**config.mk**
```make
export PLATFORM = sky130hd
export DESIGN_NAME = dds_hop_sequencer
export DESIGN_NICKNAME = d
export VERILOG_FILES = /design/src/rtl/dds_hop_sequencer.sv
export SDC_FILE = /design/constraint.sdc
export NUM_CORES = 1
export LEC_CHECK = 0
export CAP_MARGIN = 30
export CORE_MARGIN = 8
export CORE_UTILIZATION = 50
export CTS_BUF_LIST = sky130_fd_sc_hd__clkbuf_4 sky130_fd_sc_hd__clkbuf_8
export CTS_CLUSTER_SIZE = 28
export DETAILED_ROUTE_END_ITERATION = 10
export PLACE_DENSITY = 0.67
export SLEW_MARGIN = 40
export SYNTH_ARGS = -nofsm -noshare
export SYNTH_HDL_FRONTEND = slang
export SYNTH_SLANG_ARGS = --single-unit
```
**constraint.sdc**
```tcl
create_clock -name clk -period 7.1 [get_ports clk]
set_clock_uncertainty 0.1 [all_clocks]
set_input_delay 1.42 -clock clk [delete_from_list [all_inputs] [get_ports clk]]
set_output_delay 1.42 -clock clk [all_outputs]
set_load 0.01 [all_outputs]
```
**src/rtl/dds_hop_sequencer.sv**
```systemverilog
`default_nettype none
// ============================================================================
// Module      : dds_hop_sequencer
// Description : Frequency-hop controller for the DDS block. Holds a small
//               programmable table of phase-increment/dwell pairs and issues
//               each slot's increment to the DDS as a one-cycle strobe. It
//               then holds that slot for its dwell time and advances, either
//               one-shot or looping.
//               Optional macro DDS_HOP_PHRST_EN adds a phRst output. It pulses
//               with every valPhInc to clear the DDS phase accumulator, which
//               gives phase-coherent hops.
// Revision    : 1.0 - initial release
// ============================================================================
module dds_hop_sequencer #(
    parameter  int PHINCWIDTH = 16,
    parameter  int DWELLWIDTH = 16,
    parameter  int NSLOTS     = 8,
    localparam int ADDRW      = $clog2(NSLOTS)
) (
    input  logic                  clk,
    input  logic                  reset,      // asynchronous, active-low
    input  logic                  cfgWe,
    input  logic [ADDRW-1:0]      cfgAddr,
    input  logic [PHINCWIDTH-1:0] cfgPhInc,
    input  logic [DWELLWIDTH-1:0] cfgDwell,
    input  logic [ADDRW:0]        numSlots,
    input  logic                  loop,
    input  logic                  start,
    input  logic                  stop,
    output logic [PHINCWIDTH-1:0] phInc,
    output logic                  valPhInc,
    output logic                  busy,
    output logic [ADDRW-1:0]      slot,
    output logic                  done
`ifdef DDS_HOP_PHRST_EN
    ,
    output logic                  phRst
`endif
);

    // ------------------------------------------------------------------------
    // Constants sized to the vectors they are combined with
    // ------------------------------------------------------------------------
    localparam logic [ADDRW:0]        NSLOTS_N = (ADDRW+1)'(NSLOTS);
    localparam logic [ADDRW:0]        ONE_N    = (ADDRW+1)'(1);
    localparam logic [ADDRW-1:0]      ONE_A    = ADDRW'(1);
    localparam logic [DWELLWIDTH-1:0] ONE_D    = DWELLWIDTH'(1);

    typedef enum logic [1:0] {
        IDLE   = 2'd0,
        ISSUE  = 2'd1,
        DWELL  = 2'd2,
        FINISH = 2'd3
    } state_t;

    // ------------------------------------------------------------------------
    // State
    // ------------------------------------------------------------------------
    state_t                  state;
    logic [ADDRW-1:0]        idx;
    logic [ADDRW:0]          n_reg;
    logic [DWELLWIDTH-1:0]   cnt;

    logic [PHINCWIDTH-1:0]   tbl_ph    [NSLOTS];
    logic [DWELLWIDTH-1:0]   tbl_dwell [NSLOTS];

    // ------------------------------------------------------------------------
    // Combinational helpers
    // ------------------------------------------------------------------------
    logic [PHINCWIDTH-1:0]   cur_ph;
    logic [DWELLWIDTH-1:0]   cur_dwell;
    logic                    single_cycle;
    logic [DWELLWIDTH-1:0]   cnt_load;
    logic                    start_ok;
    logic                    is_last;
    state_t                  adv_state;
    logic [ADDRW-1:0]        adv_idx;

    // Current slot lookup, effective-dwell handling and the advance decision
    always_comb begin
        cur_ph       = tbl_ph[idx];
        cur_dwell    = tbl_dwell[idx];
        // A dwell of 0 behaves exactly like a dwell of 1
        single_cycle = (cur_dwell <= ONE_D);
        cnt_load     = single_cycle ? '0 : (cur_dwell - ONE_D);
        // Stop in the same cycle as start wins; out-of-range counts are ignored
        start_ok     = start && !stop && (numSlots != '0) && (numSlots <= NSLOTS_N);
        is_last      = ({1'b0, idx} == (n_reg - ONE_N));
        if (!is_last) begin
            adv_state = ISSUE;
            adv_idx   = idx + ONE_A;
        end else if (loop) begin
            adv_state = ISSUE;
            adv_idx   = '0;
        end else begin
            adv_state = FINISH;
            adv_idx   = '0;
        end
    end

    // Slot table: written from the config side in any state. A write that
    // collides with an issue of the same slot lands after the read, so the
    // old value goes out on this pass.
    always_ff @(posedge clk or negedge reset) begin
        if (!reset) begin
            for (int i = 0; i < NSLOTS; i++) begin
                tbl_ph[i]    <= '0;
                tbl_dwell[i] <= '0;
            end
        end else if (cfgWe) begin
            tbl_ph[cfgAddr]    <= cfgPhInc;
            tbl_dwell[cfgAddr] <= cfgDwell;
        end
    end

    // Hop sequencer FSM with registered DDS-facing outputs
    always_ff @(posedge clk or negedge reset) begin
        if (!reset) begin
            state    <= IDLE;
            idx      <= '0;
            n_reg    <= '0;
            cnt      <= '0;
            phInc    <= '0;
            valPhInc <= 1'b0;
            busy     <= 1'b0;
            slot     <= '0;
            done     <= 1'b0;
`ifdef DDS_HOP_PHRST_EN
            phRst    <= 1'b0;
`endif
        end else begin
            // Strobes default low; only ISSUE and FINISH raise them
            valPhInc <= 1'b0;
            done     <= 1'b0;
`ifdef DDS_HOP_PHRST_EN
            phRst    <= 1'b0;
`endif
            case (state)
                IDLE: begin
                    busy <= 1'b0;
                    if (start_ok) begin
                        n_reg <= numSlots;
                        idx   <= '0;
                        state <= ISSUE;
                    end
                end

                ISSUE: begin
                    if (stop) begin
                        // Abort before the strobe; phInc keeps the last frequency
                        busy  <= 1'b0;
                        idx   <= '0;
                        state <= IDLE;
                    end else begin
                        phInc    <= cur_ph;
                        valPhInc <= 1'b1;
`ifdef DDS_HOP_PHRST_EN
                        phRst    <= 1'b1;
`endif
                        slot     <= idx;
                        busy     <= 1'b1;
                        cnt      <= cnt_load;
                        if (single_cycle) begin
                            idx   <= adv_idx;
                            state <= adv_state;
                        end else begin
                            state <= DWELL;
                        end
                    end
                end

                DWELL: begin
                    if (stop) begin
                        busy  <= 1'b0;
                        idx   <= '0;
                        state <= IDLE;
                    end else begin
                        busy <= 1'b1;
                        cnt  <= cnt - ONE_D;
                        // cnt == 1 marks the final cycle of this slot's dwell
                        if (cnt == ONE_D) begin
                            idx   <= adv_idx;
                            state <= adv_state;
                        end
                    end
                end

                FINISH: begin
                    if (stop) begin
                        busy  <= 1'b0;
                        state <= IDLE;
                    end else begin
                        // busy stays high this cycle and drops one cycle after done
                        done  <= 1'b1;
                        busy  <= 1'b1;
                        state <= IDLE;
                    end
                end

                default: begin
                    busy  <= 1'b0;
                    state <= IDLE;
                end
            endcase
        end
    end

endmodule
`default_nettype wire

```
==> impl_metrics.json, run 1 <==
{
  "worst_ep_required_time_ns": 7.45,
  "run_status": "finished clean",
  "routed-wl-met2_um": 14000,
  "routed_wire_length_per_instance_um": 20.2,
  "mostFrequentLayoutCells": "301 x sky130_fd_sc_hd__dfrtp_1, 231 x sky130_fd_sc_hd__mux2_2, 65 x sky130_fd_sc_hd__clkbuf_8, 65 x sky130_fd_sc_hd__clkdlybuf4s50_1, 64 x sky130_fd_sc_hd__mux4_2",
  "drive_above_1_share": 0.386,
  "worstSkewPairLatency_ns": 0.57,
  "critPathCaptureType": "flip-flop",
  "min_period_over_period": 0.617,
  "cts_buffers": 50,
  "fin_setup_tns_ns": 0,
  "mostFrequentLayoutCell": "sky130_fd_sc_hd__dfrtp_1",
  "timing.critical_path.cells": "buf_4, mux4_2, mux2i_1, nand4_1, or4b_1, a211o_1, mux2_4",
  "syn-num-nets": 1034,
  "ys_types": 55,
  "first_global_vias": 8958,
  "regArea_mm2": 0.00759,
  "asyncSetResetFlopFracSynth": 1.00,
  "yosys_register_bits": 303,
  "cap_violations": 0,
  "worst_setup_sp_type": "flip-flop",
  "synth_sequential_area_ratio": 0.539,
  "critical_path.top_delay_family": "simple AND/OR/NAND/NOR gates",
  "rsz0062_at_grt": "no",
  "timing_worst_slew_pin_value_ns": 0.710,
  "ctsHtreeMaxLevel": 2,
  "dominantRegCellSynth": "sky130_fd_sc_hd__dfrtp_1",
  "grt-ovfl-total": 0,
  "netlist_area_mm2": 0.0141,
  "cts.path.max_buffers": 3,
  "design.die.area_mm2": 0.0338,
  "timing.setup.critical_path_class": "reg -> reg",
  "post_synth_inst_count": 979,
  "grt_antenna_before_repair": 0,
  "reg.largest.list": "tbl_dwell: 128 flops, tbl_ph: 128 flops",
  "cts_root_buf": "sky130_fd_sc_hd__clkbuf_8",
  "post_cts_resized": 0,
  "timing_max_transition_violations_final": 0,
  "maxClockFrequency_mhz": 228,
  "detail_route.drc_violations": 0,
  "clkSlewWorstSetupHoldPaths_ns": 0.06,
  "min_path_type": "reg -> reg",
  "port_buffers": 66,
  "max-slew-margin-rel": 0.526,
  "route.met3.wl_um": 1190,
  "maximum_number_of_pins_on_one_net_before_global_route_repair": 142,
  "finalWorstPathRequiredPeriod_ns": 4.38,
  "drt-pass1-iter-count": 4,
  "floorplan.rows": 61,
  "path_buf_inv": 1,
  "antenna_cells_inserted": 0,
  "detailed_place_hpwl_um": 17600,
  "detail_route.vias_per_cell": 5.68,
  "globalplace.congestion": 0.777,
  "ys_warn_count": 0,
  "irDropWorstVdd_v": 0.000162,
  "timing.critical_path.fanout_max": 43,
  "global_route_wire_length_before_repair_um": 49800,
  "multi_input_area_mm2": 0.00620,
  "num-nets-final": 1112,
  "syn_area_per_cell_um2": 14.4,
  "setup_violations": 0,
  "dr.first_iter.drc_count": 534,
  "groute.usage.overall": 0.185,
  "powerDensity_mw_per_mm2": 361,
  "critical-path-max-stage-delay_ns": 0.85,
  "total_power_w": 0.00588,
  "crit_path_max_delay_cell_type": "sky130_fd_sc_hd__or4b_1",
  "floorplan.core_area_mm2": 0.0278,
  "final.fill_count": 2273,
  "top_layer": "met4",
  "dr_total_vias": 8367,
  "placed_cell_area_mm2": 0.0151,
  "initial_utilization": 0.507,
  "cts.hold.buffers_added": 0,
  "cts_post_setup_buffers_inserted": 0,
  "crit_arrival_ns": 4.73,
  "syn2layout_area_growth_pct": 16.0,
  "synth_edf_count": 0,
  "timing_hold_violations_final": 0,
  "ioPinCount": 67,
  "ant_nets": 0,
  "post-route-cell-area_mm2": 0.0163,
  "power.leakage_nw": 6.84,
  "die_w_um": 184,
  "wirelength_um": 29800,
  "cts_num_sinks": 303,
  "die_h_um": 184,
  "worst_hold_slack_ns": 0.378,
  "cts_tree": "built",
  "met1_routed_length_um": 13900
}
-- worst min-delay path, stage by stage (launching register included) --
cell                      delay (ns)
sky130_fd_sc_hd__dfrtp_1        0.34
sky130_fd_sc_hd__nand2_1        0.05
sky130_fd_sc_hd__nand2_1        0.05
-- kinds of logic after synthesis --
group / Yosys count / share of synthesized area
xor gates and xnor gates: 14 / 0.00969
AOI/OAI and AO/OA: 72 / 0.0338
adders and majority gates: 10 / 0.00889
muxes: 349 / 0.332
buffers and inverters: 73 / 0.0221
DFF: 303 / 0.539
and+or+nand+nor: 158 / 0.0547
-- per-layer routing --
metal  global-route usage  vias up
met5                    0        -
met4               0.0558        0
met3               0.0304       55
met2                0.291      152
met1                0.261     4368
li1                     -     3792
-- final timing paths --
check / depth (start not counted) / to / slack, ns / from
setup / recovery: 7 / idx[0] / 2.72 / idx[1]
max in group asynchronous: 4 / tbl_dwell[75] / 5.02 / reset
hold reg to reg: 2 / slot[0] / 0.38 / slot[0]
hold / removal: 2 / slot[0] / 0.38 / slot[0]
min in group asynchronous: 1 / tbl_ph[26] / 0.59 / reset
setup reg to reg: 7 / idx[0] / 2.72 / idx[1]
-- Yosys cell counts (11+ instances only) --
library cell / number / area (µm²)
sky130_fd_sc_hd__mux4_2: 64 / 1440
sky130_fd_sc_hd__clkbuf_1: 48 / 180
sky130_fd_sc_hd__a31oi_1: 17 / 106
sky130_fd_sc_hd__mux2i_1: 11 / 110
sky130_fd_sc_hd__mux2_2: 231 / 2600
sky130_fd_sc_hd__a22oi_1: 12 / 90.1
sky130_fd_sc_hd__dfrtp_1: 303 / 7580
sky130_fd_sc_hd__nand2_1: 55 / 206
sky130_fd_sc_hd__nor3_1: 11 / 55.1
sky130_fd_sc_hd__inv_1: 11 / 41.3
sky130_fd_sc_hd__mux2_1: 36 / 405
sky130_fd_sc_hd__nor2_1: 39 / 146
-- through the flow --
stage	utilization	instances	worst slack, ns
6_report	0.587	1472	2.72
5_1_grt	0.587	1472	2.47
4_1_cts	0.584	1467	2.73
3_5_place_dp	0.544	1378	2.74
3_3_place_gp	0.544	1378	2.82
2_1_floorplan	-	979	3.56
-- where the power goes --
part / total [W] / switching, W / internal (W)
clock: 0.00167 / 0.000695 / 0.000972
combinational: 0.00174 / 0.000779 / 0.000966
sequential: 0.00247 / 0.000298 / 0.00218
-- cell type report --
| cell class | count | share of cell area |
|---|---|---|
| clock inverter | 9 | 0.00659 |
| multi-input combinational | 603 | 0.380 |
| clock buffer | 80 | 0.0617 |
| timing repair buffer | 86 | 0.0547 |
| sequential | 303 | 0.465 |
| inverter | 13 | 0.00299 |
| tap | 378 | 0.0290 |
No activity file was read; power rests on OpenSTA's default activity.
==> inputs of run 2 (changes only) <==
==> constraint.sdc (replaced) <==
create_clock -name clk -period 4.1 [get_ports clk]
set_clock_uncertainty 0.1 [all_clocks]
set_input_delay 0.82 -clock clk [delete_from_list [all_inputs] [get_ports clk]]
set_output_delay 0.82 -clock clk [all_outputs]
set_load 0.01 [all_outputs]
==> run 2 against run 1 <==
Effect of this change: final area is 0.22% lower; final cell count is 0.34% higher; sequential share of layout area is 0.10 points higher; non-clock buffer count is 6 higher; clock power is 64% higher; count of clock-buffer cells in the layout is 2 higher; setup slack worse by 2.2 ns; core utilization is 0.13 points lower; critical path type unchanged; largest power group unchanged.
==> impl_metrics.json, run 2 (synthesized netlist as in run 1, its figures left out) <==
{
  "run_status": "finished clean",
  "design.die.area_mm2": 0.0338,
  "globalplace.congestion": 0.784,
  "timing.critical_path.cells": "mux4_2, mux2i_1, ha_1, o2111ai_1, or4b_1, buf_4, nand3b_1, o22ai_1",
  "grt-ovfl-total": 0,
  "placed_cell_area_mm2": 0.0152,
  "mostFrequentLayoutCells": "301 x sky130_fd_sc_hd__dfrtp_1, 231 x sky130_fd_sc_hd__mux2_2, 65 x sky130_fd_sc_hd__clkbuf_8, 65 x sky130_fd_sc_hd__clkdlybuf4s50_1, 64 x sky130_fd_sc_hd__mux4_2",
  "critPathCaptureType": "flip-flop",
  "top_layer": "met4",
  "syn2layout_area_growth_pct": 15.7,
  "drive_above_1_share": 0.389,
  "global_route_wire_length_before_repair_um": 49300,
  "timing_worst_slew_pin_value_ns": 0.735,
  "groute.usage.overall": 0.185,
  "routed_wire_length_per_instance_um": 20.6,
  "dr.first_iter.drc_count": 520,
  "cts.path.max_buffers": 3,
  "cts_tree": "built",
  "cts_root_buf": "sky130_fd_sc_hd__clkbuf_8",
  "ioPinCount": 67,
  "timing_hold_violations_final": 0,
  "port_buffers": 66,
  "fin_setup_tns_ns": 0,
  "timing.reg2reg.setup_slack_ns": 0.50,
  "drt-pass1-iter-count": 4,
  "met1_routed_length_um": 14100,
  "reg.largest.list": "tbl_dwell: 128 flops, tbl_ph: 128 flops",
  "post_cts_resized": 0,
  "worst_hold_slack_ns": 0.142,
  "detailed_place_hpwl_um": 18300,
  "cts_buffers": 50,
  "power.leakage_nw": 6.84,
  "timing_max_transition_violations_final": 0,
  "timing.setup.critical_path_class": "reg -> reg",
  "finalWorstPathRequiredPeriod_ns": 3.60,
  "clkSlewWorstSetupHoldPaths_ns": 0.06,
  "ff2ff_path_depth": 8,
  "min_period_over_period": 0.878,
  "die_w_um": 184,
  "crit_arrival_ns": 3.92,
  "setup_violations": 0,
  "worst_ep_required_time_ns": 4.42,
  "cap_violations": 0,
  "min_path_type": "in -> async",
  "irDropWorstVdd_v": 0.000300,
  "maximum_number_of_pins_on_one_net_before_global_route_repair": 93,
  "worst_setup_sp_type": "flip-flop",
  "cts_post_setup_buffers_inserted": 0,
  "dr_total_vias": 8402,
  "maxClockFrequency_mhz": 278,
  "crit_path_max_delay_cell_type": "sky130_fd_sc_hd__dfrtp_4",
  "antenna_cells_inserted": 0,
  "post-route-cell-area_mm2": 0.0163,
  "num-nets-final": 1118,
  "cts.hold.buffers_added": 0,
  "timing.critical_path.fanout_max": 17,
  "critical-path-max-stage-delay_ns": 0.65,
  "ant_nets": 0,
  "worstSkewPairLatency_ns": 0.57,
  "floorplan.rows": 61,
  "grt_antenna_before_repair": 0,
  "initial_utilization": 0.507,
  "ctsHtreeMaxLevel": 2,
  "wirelength_um": 30400,
  "die_h_um": 184,
  "powerDensity_mw_per_mm2": 620,
  "rsz0062_at_grt": "no",
  "max-slew-margin-rel": 0.510,
  "floorplan.core_area_mm2": 0.0278,
  "mostFrequentLayoutCell": "sky130_fd_sc_hd__dfrtp_1",
  "cts_num_sinks": 303,
  "first_global_vias": 8742,
  "routed-wl-met2_um": 14200,
  "detail_route.drc_violations": 0,
  "route.met3.wl_um": 1490,
  "detail_route.vias_per_cell": 5.69
}
run 2: final cells by class:
class	instances	area (µm²)
fillers	2267	11500
flip-flops and latches	303	7590
multi-input cells	603	6200
clock buffers	82	1020
repair buffers	92	911
well taps	378	473
inverters	13	48.8
clock inverters	6	38.8
run 2: path summary, 6_finish.rpt:
path / start / to
worst max-delay path: idx[0] / cnt[12]
worst min-delay path: reset / tbl_ph[90]
worst max register to register: idx[0] / cnt[12]
worst min register to register: tbl_ph[91] / tbl_ph[91]
max in group asynchronous: reset / tbl_dwell[57]
min in group clk: tbl_ph[91] / tbl_ph[91]
run 2: routing by layer:
layer | track usage | vias to the layer above
li1 | - | 3815
met1 | 0.260 | 4363
met2 | 0.292 | 178
met3 | 0.0358 | 46
met4 | 0.0539 | 0
met5 | 0 | -
run 2: worst max-delay path: cells and delay by family, from the launching register on:
family / cells / cell delay (ns)
AO/OA/AOI/OAI: 2 / 0.34
buffers and inverters: 1 / 0.19
adder cells (fa/ha/maj): 1 / 0.28
flip-flops: 1 / 0.65
multiplexers: 2 / 0.91
AND/OR/NAND/NOR: 2 / 0.95
run 2: metrics by stage:
step           total power (W)  std cells  utilization  setup WS (ns)
6_report                0.0101       1477        0.586          0.500
2_1_floorplan          0.00646        979            -          0.563
4_1_cts                 0.0102       1477        0.586          0.474
3_5_place_dp           0.00743       1389        0.548          0.520
5_1_grt                 0.0107       1477        0.586          0.318
3_3_place_gp           0.00733       1389        0.548          0.540
run 2: report_power, final:
group          internal [W]  switching, W  leakage (nW)
clock               0.00157       0.00117         0.567
sequential          0.00377      0.000511          3.64
combinational       0.00169       0.00138          2.63
total               0.00703       0.00306          6.84
==> inputs of run 3 (changes only) <==
--- a/config.mk
+++ b/config.mk
@@ -7,11 +7,11 @@
 export LEC_CHECK = 0
 export CAP_MARGIN = 30
 export CORE_MARGIN = 8
-export CORE_UTILIZATION = 50
+export CORE_UTILIZATION = 41
 export CTS_BUF_LIST = sky130_fd_sc_hd__clkbuf_4 sky130_fd_sc_hd__clkbuf_8
 export CTS_CLUSTER_SIZE = 28
 export DETAILED_ROUTE_END_ITERATION = 10
-export PLACE_DENSITY = 0.67
+export PLACE_DENSITY = 0.57
 export SLEW_MARGIN = 40
 export SYNTH_ARGS = -nofsm -noshare
 export SYNTH_HDL_FRONTEND = slang
==> run 3 against run 2 <==
Effect of this change: final area grew 0.88%; critical path depth is the same; first-iteration DRC count shrank 22%; non-clock buffer count grew 2; register-to-register slack gained 0.06 ns; count of clock-buffer cells in the layout grew 2; hold slack lost 0.10 ns; routed wire length grew 6.3%; global-route usage shrank 2.4 points; critical path type unchanged.
==> impl_metrics.json, run 3 (synthesized netlist as in run 1, its figures left out) <==
{
  "dp_slack_ns": 0.569,
  "total_power_w": 0.0102,
  "critical_path.top_delay_family": "simple AND/OR/NAND/NOR gates",
  "crit_path_max_delay_cell_type": "sky130_fd_sc_hd__or4b_1",
  "cap_violations": 0,
  "ant_nets": 0,
  "global_route_wire_length_before_repair_um": 52600,
  "initial_utilization": 0.411,
  "routed_wire_length_per_instance_um": 20.7,
  "powerDensity_mw_per_mm2": 621,
  "post-route-worst-setup-slack_ns": 0.561,
  "first_global_vias": 8942,
  "reg.largest.list": "tbl_dwell: 128 flops, tbl_ph: 128 flops",
  "port_buffers": 66,
  "syn2layout_area_growth_pct": 16.7,
  "wirelength_um": 32300,
  "rsz0062_at_grt": "no",
  "irDropWorstVdd_v": 0.000249,
  "r2r_start": "idx[0]",
  "critPathCaptureType": "flip-flop",
  "design.die.area_mm2": 0.0405,
  "max-slew-margin-rel": 0.556,
  "power.leakage_nw": 6.86,
  "detail_route.vias_per_cell": 5.39,
  "dr_total_vias": 8391,
  "fin_setup_tns_ns": 0,
  "num-nets-final": 1122,
  "floorplan.rows": 68,
  "detail_route.drc_violations": 0,
  "cts_tree": "built",
  "min_period_over_period": 0.863,
  "timing_hold_violations_final": 0,
  "clkSlewWorstSetupHoldPaths_ns": 0.06,
  "worst_hold_slack_ns": 0.0400,
  "timing.critical_path.cells": "buf_4, mux4_2, mux2i_1, nand4_1, or4b_1, buf_4, nand3b_1, o22ai_1",
  "antenna_cells_inserted": 0,
  "path_buf_inv": 2,
  "cts_root_buf": "sky130_fd_sc_hd__clkbuf_8",
  "timing_worst_slew_pin_value_ns": 0.662,
  "ctsHtreeMaxLevel": 2,
  "maximum_number_of_pins_on_one_net_before_global_route_repair": 115,
  "timing.critical_path.mode_cell": "sky130_fd_sc_hd__buf_4",
  "worst_ep_required_time_ns": 4.46,
  "globalplace.congestion": 0.791,
  "cts_buffers": 52,
  "drive_above_1_share": 0.390,
  "crit_arrival_ns": 3.89,
  "finalWorstPathRequiredPeriod_ns": 3.54,
  "critical-path-max-stage-delay_ns": 0.64,
  "mostFrequentLayoutCell": "sky130_fd_sc_hd__dfrtp_1",
  "cts_num_sinks": 303,
  "setup_violations": 0,
  "timing.critical_path.fanout_max": 14,
  "groute.usage.overall": 0.161,
  "worst_setup_sp_type": "flip-flop",
  "mostFrequentLayoutCells": "301 x sky130_fd_sc_hd__dfrtp_1, 231 x sky130_fd_sc_hd__mux2_2, 66 x sky130_fd_sc_hd__clkbuf_8",
  "timing.critical_path.from": "idx[0]",
  "drt-pass1-iter-count": 4,
  "ioPinCount": 67,
  "run_status": "finished clean",
  "worstSkewPairLatency_ns": 0.60,
  "finalCoreUtilization": 0.480,
  "dr.first_iter.drc_count": 408,
  "grt_antenna_before_repair": 0,
  "timing_max_transition_violations_final": 0,
  "detailed_place_hpwl_um": 19500,
  "cts_post_setup_buffers_inserted": 0,
  "die_h_um": 201,
  "cts.hold.buffers_added": 0,
  "cts.path.max_buffers": 3,
  "floorplan.core_area_mm2": 0.0342,
  "timing.setup.critical_path_class": "reg -> reg",
  "post_cts_resized": 0,
  "min_path_type": "in -> async",
  "maxClockFrequency_mhz": 283,
  "die_w_um": 201,
  "grt-ovfl-total": 0
}
run 3: cell types whose count changed in the layout (fill, tap and decap cells not counted):
cell                         previous run  this run
sky130_fd_sc_hd__buf_12                 4         5
sky130_fd_sc_hd__buf_4                 22        23
sky130_fd_sc_hd__clkbuf_4              17        18
sky130_fd_sc_hd__clkbuf_8              65        66
sky130_fd_sc_hd__clkinv_2               4         3
sky130_fd_sc_hd__clkinvlp_4             1         0
sky130_fd_sc_hd__inv_8                  1         2
run 3: path summary, 6_finish.rpt:
check                              to  slack, ns  depth (start not counted)
max                           cnt[12]       0.56                          8
min                        tbl_ph[90]       0.04                          1
max reg2reg                   cnt[12]       0.56                          8
min reg2reg                tbl_ph[83]       0.38                          1
max in group asynchronous     slot[2]       2.88                          2
min in group clk           tbl_ph[83]       0.38                          1
run 3: area by class of cell:
type                       count  area (µm²)
fill                        3088       17800
timing repair buffer          94         938
tap                          455         569
clock inverter                 5        37.5
clock buffer                  84        1040
inverter                      13        48.8
multi-input combinational    603        6200
sequential                   303        7590
run 3: stage by stage:
stage	cells	instance area, µm²
global route	1557	16400
floorplan	979	14100
CTS	1557	16400
detailed placement	1468	15300
global placement	1468	15300
finish	1557	16400
run 3: power by group:
group,internal (W),leakage [nW],switching (W)
registers,0.00377,3.64,0.000513
logic,0.00170,2.65,0.00141
clock network,0.00160,0.581,0.00121
run 3: metal layers:
metal  track usage  share of wire  vias to the layer above
met4        0.0436          0.017                        0
met1         0.228           0.48                     4403
met3        0.0307          0.035                       46
met2         0.252           0.47                      117
li1              -              -                     3825
met5             0              0                        -
